[config.mk]
export PLATFORM = sky130hd
export DESIGN_NAME = fsm_divsqrt_iter_flat
export DESIGN_NICKNAME = d
export VERILOG_FILES = /design/src/rtl/fpdiv_pkg.sv /design/src/rtl/fsm_divsqrt_iter_if.sv /design/src/rtl/divsqrt_iter_cnt.sv /design/src/rtl/fsm_divsqrt_iter.sv /design/src/flat_wrapper.sv
export SDC_FILE = /design/constraint.sdc
export NUM_CORES = 1
export LEC_CHECK = 0
export ABC_AREA = 1
export BUFFER_PORTS_ARGS = -buffer_cell sky130_fd_sc_hd__buf_2
export CAP_MARGIN = 20
export CORE_MARGIN = 1.5
export CORE_UTILIZATION = 52
export CTS_CLUSTER_SIZE = 40
export DETAILED_ROUTE_END_ITERATION = 16
export GPL_TIMING_DRIVEN = 0
export PLACE_DENSITY = 0.82
export SETUP_SLACK_MARGIN = 0.2
export SLEW_MARGIN = 20
export SYNTH_ARGS = -nofsm -noshare
export SYNTH_HDL_FRONTEND = slang
export SYNTH_HIERARCHICAL = 1
export SYNTH_SLANG_ARGS = --single-unit
[constraint.sdc]
create_clock -name clk -period 1.9 [get_ports clk]
set_input_delay 0.19 -clock clk [delete_from_list [all_inputs] [get_ports clk]]
set_output_delay 0.19 -clock clk [all_outputs]
set_load 0.1 [all_outputs]
[src/rtl/fpdiv_pkg.sv]
// Shared definitions for the Goldschmidt divide/sqrt controller: state codes,
// register-enable masks, operand-mux select codes and the packed control word.
package fpdiv_pkg;

    typedef logic [3:0] state_t;

    localparam state_t ST_IDLE   = 4'd0;
    localparam state_t ST_D_INIT = 4'd1;
    localparam state_t ST_D_B    = 4'd2;
    localparam state_t ST_D_AC   = 4'd3;
    localparam state_t ST_S_D0   = 4'd4;
    localparam state_t ST_S_AC0  = 4'd5;
    localparam state_t ST_S_B    = 4'd6;
    localparam state_t ST_S_D    = 4'd7;
    localparam state_t ST_S_AC   = 4'd8;
    localparam state_t ST_QUOT   = 4'd9;
    localparam state_t ST_REM    = 4'd10;
    localparam state_t ST_DONE   = 4'd11;

    // Bit positions of the register enables inside the control word.
    localparam int LD_A = 0;
    localparam int LD_B = 1;
    localparam int LD_C = 2;
    localparam int LD_D = 3;
    localparam int LD_R = 4;
    localparam int LD_S = 5;

    localparam logic [5:0] LDM_NONE = 6'b000000;
    localparam logic [5:0] LDM_A    = 6'b000001 << LD_A;
    localparam logic [5:0] LDM_B    = 6'b000001 << LD_B;
    localparam logic [5:0] LDM_C    = 6'b000001 << LD_C;
    localparam logic [5:0] LDM_D    = 6'b000001 << LD_D;
    localparam logic [5:0] LDM_R    = 6'b000001 << LD_R;
    localparam logic [5:0] LDM_S    = 6'b000001 << LD_S;

    localparam logic [2:0] MUXA_NONE  = 3'b000;
    localparam logic [2:0] MUXA_INIT  = 3'b001;
    localparam logic [2:0] MUXA_SCALE = 3'b010;
    localparam logic [2:0] MUXA_FB    = 3'b011;
    localparam logic [2:0] MUXA_SQRT  = 3'b100;

    localparam logic [2:0] MUXB_NONE  = 3'b000;
    localparam logic [2:0] MUXB_INIT  = 3'b001;
    localparam logic [2:0] MUXB_AC    = 3'b010;
    localparam logic [2:0] MUXB_FB    = 3'b011;
    localparam logic [2:0] MUXB_SQRT  = 3'b100;
    localparam logic [2:0] MUXB_REM   = 3'b110;

    typedef struct packed {
        logic [5:0] loads;
        logic [2:0] sel_muxa;
        logic [2:0] sel_muxb;
        logic       sel_muxr;
    } ctrl_word_t;

    localparam ctrl_word_t CW_IDLE = '0;

    function automatic ctrl_word_t cw_make(input logic [5:0] loads, input logic [2:0] a,
                                           input logic [2:0] b, input logic r);
        ctrl_word_t w;
        w.loads    = loads;
        w.sel_muxa = a;
        w.sel_muxb = b;
        w.sel_muxr = r;
        return w;
    endfunction

endpackage

[src/rtl/fsm_divsqrt_iter_if.sv]
// Request/response and datapath-control bundle between the FPU issue logic
// (master) and the divide/sqrt sequencer (slave).
interface fsm_divsqrt_iter_if #(
    parameter int ITW = 3
);
    logic           start;
    logic           op_type;
    logic [ITW-1:0] niter;
    logic           error;
    logic           abort;
    logic           busy;
    logic           done;
    logic           load_rega;
    logic           load_regb;
    logic           load_regc;
    logic           load_regd;
    logic           load_regr;
    logic           load_regs;
    logic [2:0]     sel_muxa;
    logic [2:0]     sel_muxb;
    logic           sel_muxr;
    logic [ITW-1:0] iter;

    modport master (
        output start, op_type, niter, error, abort,
        input  busy, done, load_rega, load_regb, load_regc, load_regd, load_regr, load_regs,
        input  sel_muxa, sel_muxb, sel_muxr, iter
    );

    modport slave (
        input  start, op_type, niter, error, abort,
        output busy, done, load_rega, load_regb, load_regc, load_regd, load_regr, load_regs,
        output sel_muxa, sel_muxb, sel_muxr, iter
    );
endinterface

[src/rtl/divsqrt_iter_cnt.sv]
// Iteration counter: latches the effective iteration count (0 -> 1, clipped to
// NITER_MAX) and reports the terminal condition for the current and next count.
module divsqrt_iter_cnt #(
    parameter int NITER_MAX = 7,
    parameter int ITW       = $clog2(NITER_MAX + 1)
) (
    input  logic           clk,
    input  logic           reset,
    input  logic           clr,
    input  logic           inc,
    input  logic           n_load,
    input  logic [ITW-1:0] n_in,
    output logic [ITW-1:0] iter_next,
    output logic           term,
    output logic           term_next
);
    localparam logic [ITW-1:0] N_MAX = ITW'(NITER_MAX);

    logic [ITW-1:0] cnt;
    logic [ITW-1:0] n_lat;
    logic [ITW-1:0] n_eff;

    always_comb begin
        if (n_in == '0)
            n_eff = ITW'(1);
        else if (n_in > N_MAX)
            n_eff = N_MAX;
        else
            n_eff = n_in;
    end

    assign iter_next = cnt + ITW'(1);
    assign term      = (cnt == n_lat);
    assign term_next = (iter_next == n_lat);

    always_ff @(posedge clk or negedge reset) begin
        if (!reset) begin
            cnt   <= '0;
            n_lat <= '0;
        end else begin
            if (clr)
                cnt <= '0;
            else if (inc)
                cnt <= iter_next;
            if (n_load)
                n_lat <= n_eff;
        end
    end
endmodule

[src/rtl/fsm_divsqrt_iter.sv]
// Goldschmidt divide/sqrt sequencer: walks the regA/B/C/D multiply loop for a
// run-time iteration count, then loads quotient and remainder registers.
module fsm_divsqrt_iter
    import fpdiv_pkg::*;
#(
    parameter int NITER_MAX = 7,
    parameter int ITW       = $clog2(NITER_MAX + 1)
) (
    input  logic                 clk,
    input  logic                 reset,
    fsm_divsqrt_iter_if.slave    bus
);
    state_t         state;
    state_t         state_nxt;
    logic           op_lat;
    ctrl_word_t     cw;
    logic           busy_c;
    logic           done_c;
    logic           cnt_clr;
    logic           cnt_inc;
    logic           n_load;
    logic           term;
    logic           term_next;
    logic [ITW-1:0] iter_next;
    logic [ITW-1:0] iter_c;

    divsqrt_iter_cnt #(
        .NITER_MAX (NITER_MAX),
        .ITW       (ITW)
    ) u_cnt (
        .clk       (clk),
        .reset     (reset),
        .clr       (cnt_clr),
        .inc       (cnt_inc),
        .n_load    (n_load),
        .n_in      (bus.niter),
        .iter_next (iter_next),
        .term      (term),
        .term_next (term_next)
    );

    always_comb begin
        cw        = CW_IDLE;
        state_nxt = state;
        busy_c    = 1'b1;
        done_c    = 1'b0;
        cnt_clr   = 1'b0;
        cnt_inc   = 1'b0;
        n_load    = 1'b0;
        iter_c    = '0;
        case (state)
            ST_IDLE: begin
                busy_c  = 1'b0;
                cnt_clr = 1'b1;
                // The init word is issued in the start cycle itself to save a cycle.
                if (bus.start) begin
                    n_load = 1'b1;
                    if (bus.error) begin
                        state_nxt = ST_DONE;
                    end else if (bus.op_type) begin
                        cw        = cw_make(LDM_B, MUXA_SCALE, MUXB_NONE, 1'b0);
                        state_nxt = ST_S_D0;
                    end else begin
                        cw        = cw_make(LDM_B, MUXA_INIT, MUXB_INIT, 1'b0);
                        state_nxt = ST_D_INIT;
                    end
                end
            end
            ST_D_INIT: begin
                cw        = cw_make(LDM_A | LDM_C, MUXA_SCALE, MUXB_NONE, 1'b0);
                state_nxt = ST_D_B;
            end
            ST_D_B: begin
                cw        = cw_make(LDM_B, MUXA_FB, MUXB_FB, 1'b0);
                cnt_inc   = 1'b1;
                iter_c    = iter_next;
                state_nxt = term_next ? ST_QUOT : ST_D_AC;
            end
            ST_D_AC: begin
                cw        = cw_make(LDM_A | LDM_C, MUXA_NONE, MUXB_AC, 1'b0);
                state_nxt = ST_D_B;
            end
            ST_S_D0: begin
                cw        = cw_make(LDM_D, MUXA_SCALE, MUXB_INIT, 1'b0);
                state_nxt = ST_S_AC0;
            end
            ST_S_AC0: begin
                cw        = cw_make(LDM_A | LDM_C, MUXA_INIT, MUXB_SQRT, 1'b0);
                state_nxt = ST_S_B;
            end
            ST_S_B: begin
                cw        = cw_make(LDM_B, MUXA_FB, MUXB_FB, 1'b0);
                cnt_inc   = 1'b1;
                iter_c    = iter_next;
                state_nxt = ST_S_D;
            end
            ST_S_D: begin
                cw        = cw_make(LDM_D, MUXA_NONE, MUXB_FB, 1'b0);
                state_nxt = ST_S_AC;
            end
            ST_S_AC: begin
                // The count was already advanced in S_B, so compare the live value.
                cw        = cw_make(LDM_A | LDM_C, MUXA_SQRT, MUXB_AC, 1'b0);
                state_nxt = term ? ST_QUOT : ST_S_B;
            end
            ST_QUOT: begin
                cw        = cw_make(LDM_S, MUXA_NONE, MUXB_NONE, 1'b0);
                state_nxt = ST_REM;
            end
            ST_REM: begin
                if (op_lat)
                    cw = cw_make(LDM_R, MUXA_FB, MUXB_REM, 1'b1);
                else
                    cw = cw_make(LDM_R, MUXA_NONE, MUXB_NONE, 1'b1);
                state_nxt = ST_DONE;
            end
            ST_DONE: begin
                done_c    = 1'b1;
                state_nxt = ST_IDLE;
            end
            default: begin
                busy_c    = 1'b0;
                cnt_clr   = 1'b1;
                state_nxt = ST_IDLE;
            end
        endcase

        // DONE already returns to IDLE, so abort there only suppresses loads.
        if (bus.abort && (state != ST_IDLE)) begin
            cw.loads = LDM_NONE;
            if (state != ST_DONE) begin
                state_nxt = ST_IDLE;
                cnt_clr   = 1'b1;
                cnt_inc   = 1'b0;
            end
        end
    end

    always_ff @(posedge clk or negedge reset) begin
        if (!reset) begin
            state  <= ST_IDLE;
            op_lat <= 1'b0;
        end else begin
            state <= state_nxt;
            if (n_load)
                op_lat <= bus.op_type;
        end
    end

    assign bus.busy      = busy_c;
    assign bus.done      = done_c;
    assign bus.load_rega = cw.loads[LD_A];
    assign bus.load_regb = cw.loads[LD_B];
    assign bus.load_regc = cw.loads[LD_C];
    assign bus.load_regd = cw.loads[LD_D];
    assign bus.load_regr = cw.loads[LD_R];
    assign bus.load_regs = cw.loads[LD_S];
    assign bus.sel_muxa  = cw.sel_muxa;
    assign bus.sel_muxb  = cw.sel_muxb;
    assign bus.sel_muxr  = cw.sel_muxr;
    assign bus.iter      = iter_c;
endmodule

[src/flat_wrapper.sv]
// flat-port wrapper written by rule: the top's interface ports become plain ports
module fsm_divsqrt_iter_flat import fpdiv_pkg::*;
#(
    parameter int NITER_MAX = 7,
    parameter int ITW       = $clog2(NITER_MAX + 1)
)
  (clk, reset, bus_start, bus_op_type, bus_niter, bus_error, bus_abort, bus_busy, bus_done, bus_load_rega, bus_load_regb, bus_load_regc, bus_load_regd, bus_load_regr, bus_load_regs, bus_sel_muxa, bus_sel_muxb, bus_sel_muxr, bus_iter);
  fsm_divsqrt_iter_if #(.ITW(ITW)) bus_i ();
  input  logic clk;
  input  logic reset;
  input wire logic [$bits(bus_i.start)-1:0] bus_start;
  input wire logic [$bits(bus_i.op_type)-1:0] bus_op_type;
  input wire logic [$bits(bus_i.niter)-1:0] bus_niter;
  input wire logic [$bits(bus_i.error)-1:0] bus_error;
  input wire logic [$bits(bus_i.abort)-1:0] bus_abort;
  output wire logic [$bits(bus_i.busy)-1:0] bus_busy;
  output wire logic [$bits(bus_i.done)-1:0] bus_done;
  output wire logic [$bits(bus_i.load_rega)-1:0] bus_load_rega;
  output wire logic [$bits(bus_i.load_regb)-1:0] bus_load_regb;
  output wire logic [$bits(bus_i.load_regc)-1:0] bus_load_regc;
  output wire logic [$bits(bus_i.load_regd)-1:0] bus_load_regd;
  output wire logic [$bits(bus_i.load_regr)-1:0] bus_load_regr;
  output wire logic [$bits(bus_i.load_regs)-1:0] bus_load_regs;
  output wire logic [$bits(bus_i.sel_muxa)-1:0] bus_sel_muxa;
  output wire logic [$bits(bus_i.sel_muxb)-1:0] bus_sel_muxb;
  output wire logic [$bits(bus_i.sel_muxr)-1:0] bus_sel_muxr;
  output wire logic [$bits(bus_i.iter)-1:0] bus_iter;
  assign bus_i.start = bus_start;
  assign bus_i.op_type = bus_op_type;
  assign bus_i.niter = bus_niter;
  assign bus_i.error = bus_error;
  assign bus_i.abort = bus_abort;
  assign bus_busy = bus_i.busy;
  assign bus_done = bus_i.done;
  assign bus_load_rega = bus_i.load_rega;
  assign bus_load_regb = bus_i.load_regb;
  assign bus_load_regc = bus_i.load_regc;
  assign bus_load_regd = bus_i.load_regd;
  assign bus_load_regr = bus_i.load_regr;
  assign bus_load_regs = bus_i.load_regs;
  assign bus_sel_muxa = bus_i.sel_muxa;
  assign bus_sel_muxb = bus_i.sel_muxb;
  assign bus_sel_muxr = bus_i.sel_muxr;
  assign bus_iter = bus_i.iter;
  fsm_divsqrt_iter #(.NITER_MAX(NITER_MAX), .ITW(ITW)) u_core (.clk(clk), .reset(reset), .bus(bus_i));
endmodule
==> results.md, run 1 <==
- Worst endpoint pin kind: top-level output
- Die Wd: 48.5 um
- GR repair worst EP: bus_sel_muxa[0]
- Syn_nets: 182
- Ports: 27
- CTS Root Cell: clkbuf_4
- Syn avg cell area: 6.38 um^2
- Initial Util: 55.0%
- Status: aborted with a tool error
- Yosys warning count: 6
- Port Buffers: 26
- EDFF count, synth: 0
- Pre-CTS setup slack: -110 ps
- Yosys cell types: 27
- Pin count of the biggest net entering global routing: 12
- Max Root-Sink Buffers: 2
- Area contributors post-synth: dfrtp_1, nand2_1, inv_1
- Clock Sinks: 11
- Error msg: [ERROR DPL-0038] Utilization greater than 100%, impossible to legalize
- Post-Synthesis Cells: 169
- Die extent in y: 48.5 um
- Area leader, netlist: dfrtp_1
- Top_reg_cell synth: dfrtp_1
- Seq/Total Area, Yosys: 25.5%
- Placed inst area: 1360 um^2
- CTS Buf Count: 3
- Post-synth top area share: 25.5%
- Exit stage: global routing
- Row cnt: 16
- GP Congestion: 0.899
- #FFs+latches synth: 11
- Post-synthesis instance area: 1080 um^2
- Post-DP HPWL: 2150 um
- CTS HTree Levels: 1
- Post-synth ARST share: 100%
per-stage QoR:
stage,hold slack [ps],instances
3_3_place_gp,65.3,222
2_1_floorplan,-106,169
4_1_cts,136,247
3_5_place_dp,70.2,222
synthesized netlist by cell type (2+ instances only):
master,instances
nand2_1,53
inv_1,26
nor2_1,17
nand3_1,14
dfrtp_1,11
inv_2,7
ha_1,4
o21ai_0,4
a21oi_1,3
nand2_2,3
nor2_2,3
a21oi_2,2
nand2_4,2
nand4_1,2
nor2_4,2
nor2_8,2
o211ai_1,2
o21ai_1,2
xnor2_1,2
logic make-up after synthesis:
family	Yosys count	synth area share [%]
AO/OA/AOI/OAI	16	9.74
XOR/XNOR	3	2.44
adder cells (fa/ha/maj)	4	4.64
buffers and inverters	36	13.6
flip-flops	11	25.5
AND/OR/NAND/NOR	99	44.1
timing repair:
action | 4_1_cts
setup buffers | 20
pin swaps | 16
resized for setup | 81
endpoints found under the setup margin | 21
hold buffers | 1
hold endpoints to repair | 11
==> run 2, diff against run 1 <==
--- a/config.mk
+++ b/config.mk
@@ -8,13 +8,11 @@
 export ABC_AREA = 1
 export BUFFER_PORTS_ARGS = -buffer_cell sky130_fd_sc_hd__buf_2
 export CAP_MARGIN = 20
-export CORE_MARGIN = 1.5
-export CORE_UTILIZATION = 52
-export CTS_CLUSTER_SIZE = 40
+export CORE_AREA = 2 2 63 65
 export DETAILED_ROUTE_END_ITERATION = 16
+export DIE_AREA = 0 0 65 67
 export GPL_TIMING_DRIVEN = 0
-export PLACE_DENSITY = 0.82
-export SETUP_SLACK_MARGIN = 0.2
+export PLACE_DENSITY_LB_ADDON = 0.15
 export SLEW_MARGIN = 20
 export SYNTH_ARGS = -nofsm -noshare
 export SYNTH_HDL_FRONTEND = slang
==> run 2 against run 1 <==
Effect of this change:
- the run now ends clean
- synthesized area unchanged
- synthesized cell count unchanged
==> results.md, run 2 <==
- Status: finished, final reports clean (was aborted with a tool error)
- Final Slew Violations: 0
- Slew HR: 67.5%
- Final Cycle Share: 98.9%
- Total Routing Usage GR: 15.2%
- Worst r2r path cells: 12
- DRC violations left: 0
- Ports: 27 (unchanged)
- Final ANT Viol Nets: 0
- CTS HTree Levels: 1 (unchanged)
- Final setup margin: 21.3 ps
- #FFs+latches synth: 11 (unchanged)
- Fmax: 532 MHz
- Max FO, Critical Path: 6
- Crit-path max cell delay: 380 ps
- Final wirelength: 3000 um
- Antenna violations before repair: 0
- Syn avg cell area: 6.38 um^2 (unchanged)
- Pre-CTS setup slack: -228 ps (was -110 ps)
- Seq/Total Area, Yosys: 25.5% (unchanged)
- RSZ-0062 raised after global routing: true
- Pin count of the biggest net entering global routing: 12
- Die extent in y: 67 um (was 48.5 um)
- Nets: 229
- Row cnt: 22 (was 16)
- Syn_nets: 182 (unchanged)
- DR vias: 1180
- Max-cap violations: 0
- CP max stage cell: dfrtp_1
- Post-synth ARST share: 100% (unchanged)
- Most frequent cells after synthesis: nand2_1, inv_1, nor2_1 (unchanged)
- Post-synthesis instance area: 1080 um^2 (unchanged)
- EDFF count, synth: 0 (unchanged)
- Final Critical Period: 1880 ps
- Share of post-route cells with drive strength above 1: 43.3%
- Area leader, netlist: dfrtp_1 (unchanged)
- Max Root-Sink Buffers: 2 (unchanged)
- Total grt overflow: 0
- Max reg flops: 4
- Via density: 4.49
- Post-Synthesis Cells: 169 (unchanged)
- Startpoint Class: flip-flop
- Fin cells: 263
- Cell mode on critical path: nor2_4
- Worst EP arrival: 1690 ps
- Fill count: 376
- Most numerous cell in the Yosys netlist: nand2_1 (unchanged)
- WL/cell: 11.4 um
- Die Wd: 65 um (was 48.5 um)
- DIE AREA: 4360 um^2
- # diodes: 0
- Post-synth top area share: 25.5% (unchanged)
- Reg clk slew, reported paths: 50 ps
- Core area: 3610 um^2
- CTS Buf Count: 3 (unchanged)
- Smallest hold slack: 164 ps
- Initial detailed-routing violation count: 100
- HP Class: in -> reg
- Crit Path Category: reg -> out
- Pre-antenna DRT Iters: 4
- Yosys cell types: 27 (unchanged)
- Clock Sinks: 11 (unchanged)
- Crit end category: primary output
- Clk_lat worst skew: 240 ps
- Top_reg_cell synth: dfrtp_1 (unchanged)
- Placed cell count: 243 (was 222)
- Setup_tns: 0 ps
- Post-DP HPWL: 2250 um (was 2150 um)
- Final setup violation count: 0
- CTS tree: done
- Layout area overhead: 58.4%
- Top reg by flops: u_core/state
- Largest regs: u_core/state x4, u_core/u_cnt/cnt x3, u_core/u_cnt/n_lat x3
- Worst Max-Slew Pin Slew: 492 ps
- Initial Util: 29.9% (was 55.0%)
- Leading cell types in the layout, fill and taps excluded: nand2_1, inv_1, buf_4, buf_2, nand3_1
- Skew final: 1.43 ps
- Final Hold Viols: 0
- Global-route wire length before repair: 5060 um
- Worst Path Required: 1710 ps
- GP Congestion: 0.876 (was 0.899)
- Yosys warning count: 6 (unchanged)
- Hold Path Depth: 3
- Commonest non-fill, non-tap cell in the layout: nand2_1
- Port Buffers: 26 (unchanged)
- CP cell instances: inv_2, ha_4, nor2_4, nor2_4, clkinv_4, a21oi_4, buf_12
- Area contributors post-synth: dfrtp_1, nand2_1, inv_1 (unchanged)
- CTS Root Cell: clkbuf_8 (was clkbuf_4)
- Vias in the first global route: 1118
run 2: path summary, 6_finish.rpt:
kind	slack [ps]	start	end
max	20	u_core/state[2]	bus_load_regb
min	160	bus_niter[1]	u_core/u_cnt/n_lat[1]
max reg2reg	140	u_core/state[2]	u_core/u_cnt/cnt[0]
min reg2reg	530	u_core/op_lat	u_core/op_lat
max in group asynchronous	1330	reset	u_core/state[1]
min in group asynchronous	350	reset	u_core/u_cnt/cnt[2]
run 2: metrics by stage:
| stage | instance area (um^2) | util (%) |
|---|---|---|
| floorplan | 1180 | - |
| global placement | 1370 | 38.1 |
| detailed placement | 1370 | 38.1 |
| CTS | 1630 | 45.2 |
| global route | 1710 | 47.4 |
| finish | 1710 | 47.4 |
run 2: cell families after synthesis:
kind of cell / synth area share (%)
adders and majority gates: 4.64
buffers and inverters: 13.6
AOI/OAI and AO/OA: 9.74
xor gates and xnor gates: 2.44
DFF: 25.5
and+or+nand+nor: 44.1
run 2: what timing repair did:
action,CTS,global route
pin swaps,7,6
endpoints found under the setup margin,18,15
buffers inserted,11,5
endpoints found under the hold margin,11,0
hold buffers,1,0
gates resized for setup,40,11
run 2: layout make-up:
| type | count | area, um^2 | share of cell area (%) |
|---|---|---|---|
| Sequential cell | 11 | 277 | 16.2 |
| Buffer | 1 | 11.3 | 0.659 |
| Inverter | 34 | 145 | 8.50 |
| Timing Repair Buffer | 43 | 370 | 21.7 |
| Tap cell | 48 | 60.1 | 3.52 |
| Clock buffer | 4 | 45.0 | 2.64 |
| Multi-Input combinational cell | 122 | 800 | 46.8 |
run 2: critical path, delay by kind of cell (launching register included):
family	cells	cell delay (ps)
flops	1	380
simple gates	2	180
buf+inv	3	450
compound gates	1	190
fa+ha+maj	1	230
run 2: per-layer routing:
| metal | part of all wire (%) | routed length, um | track usage, % |
|---|---|---|---|
| met5 | 0 | 0 | 0 |
| met4 | 2.4 | 73 | 8.51 |
| met3 | 3.4 | 102 | 1.52 |
| met2 | 51 | 1540 | 25.3 |
| met1 | 43 | 1280 | 19.1 |
Power of run 2 is not shown: default switching activity piles up to over one toggle a cycle in this logic, so the estimate is an artifact.
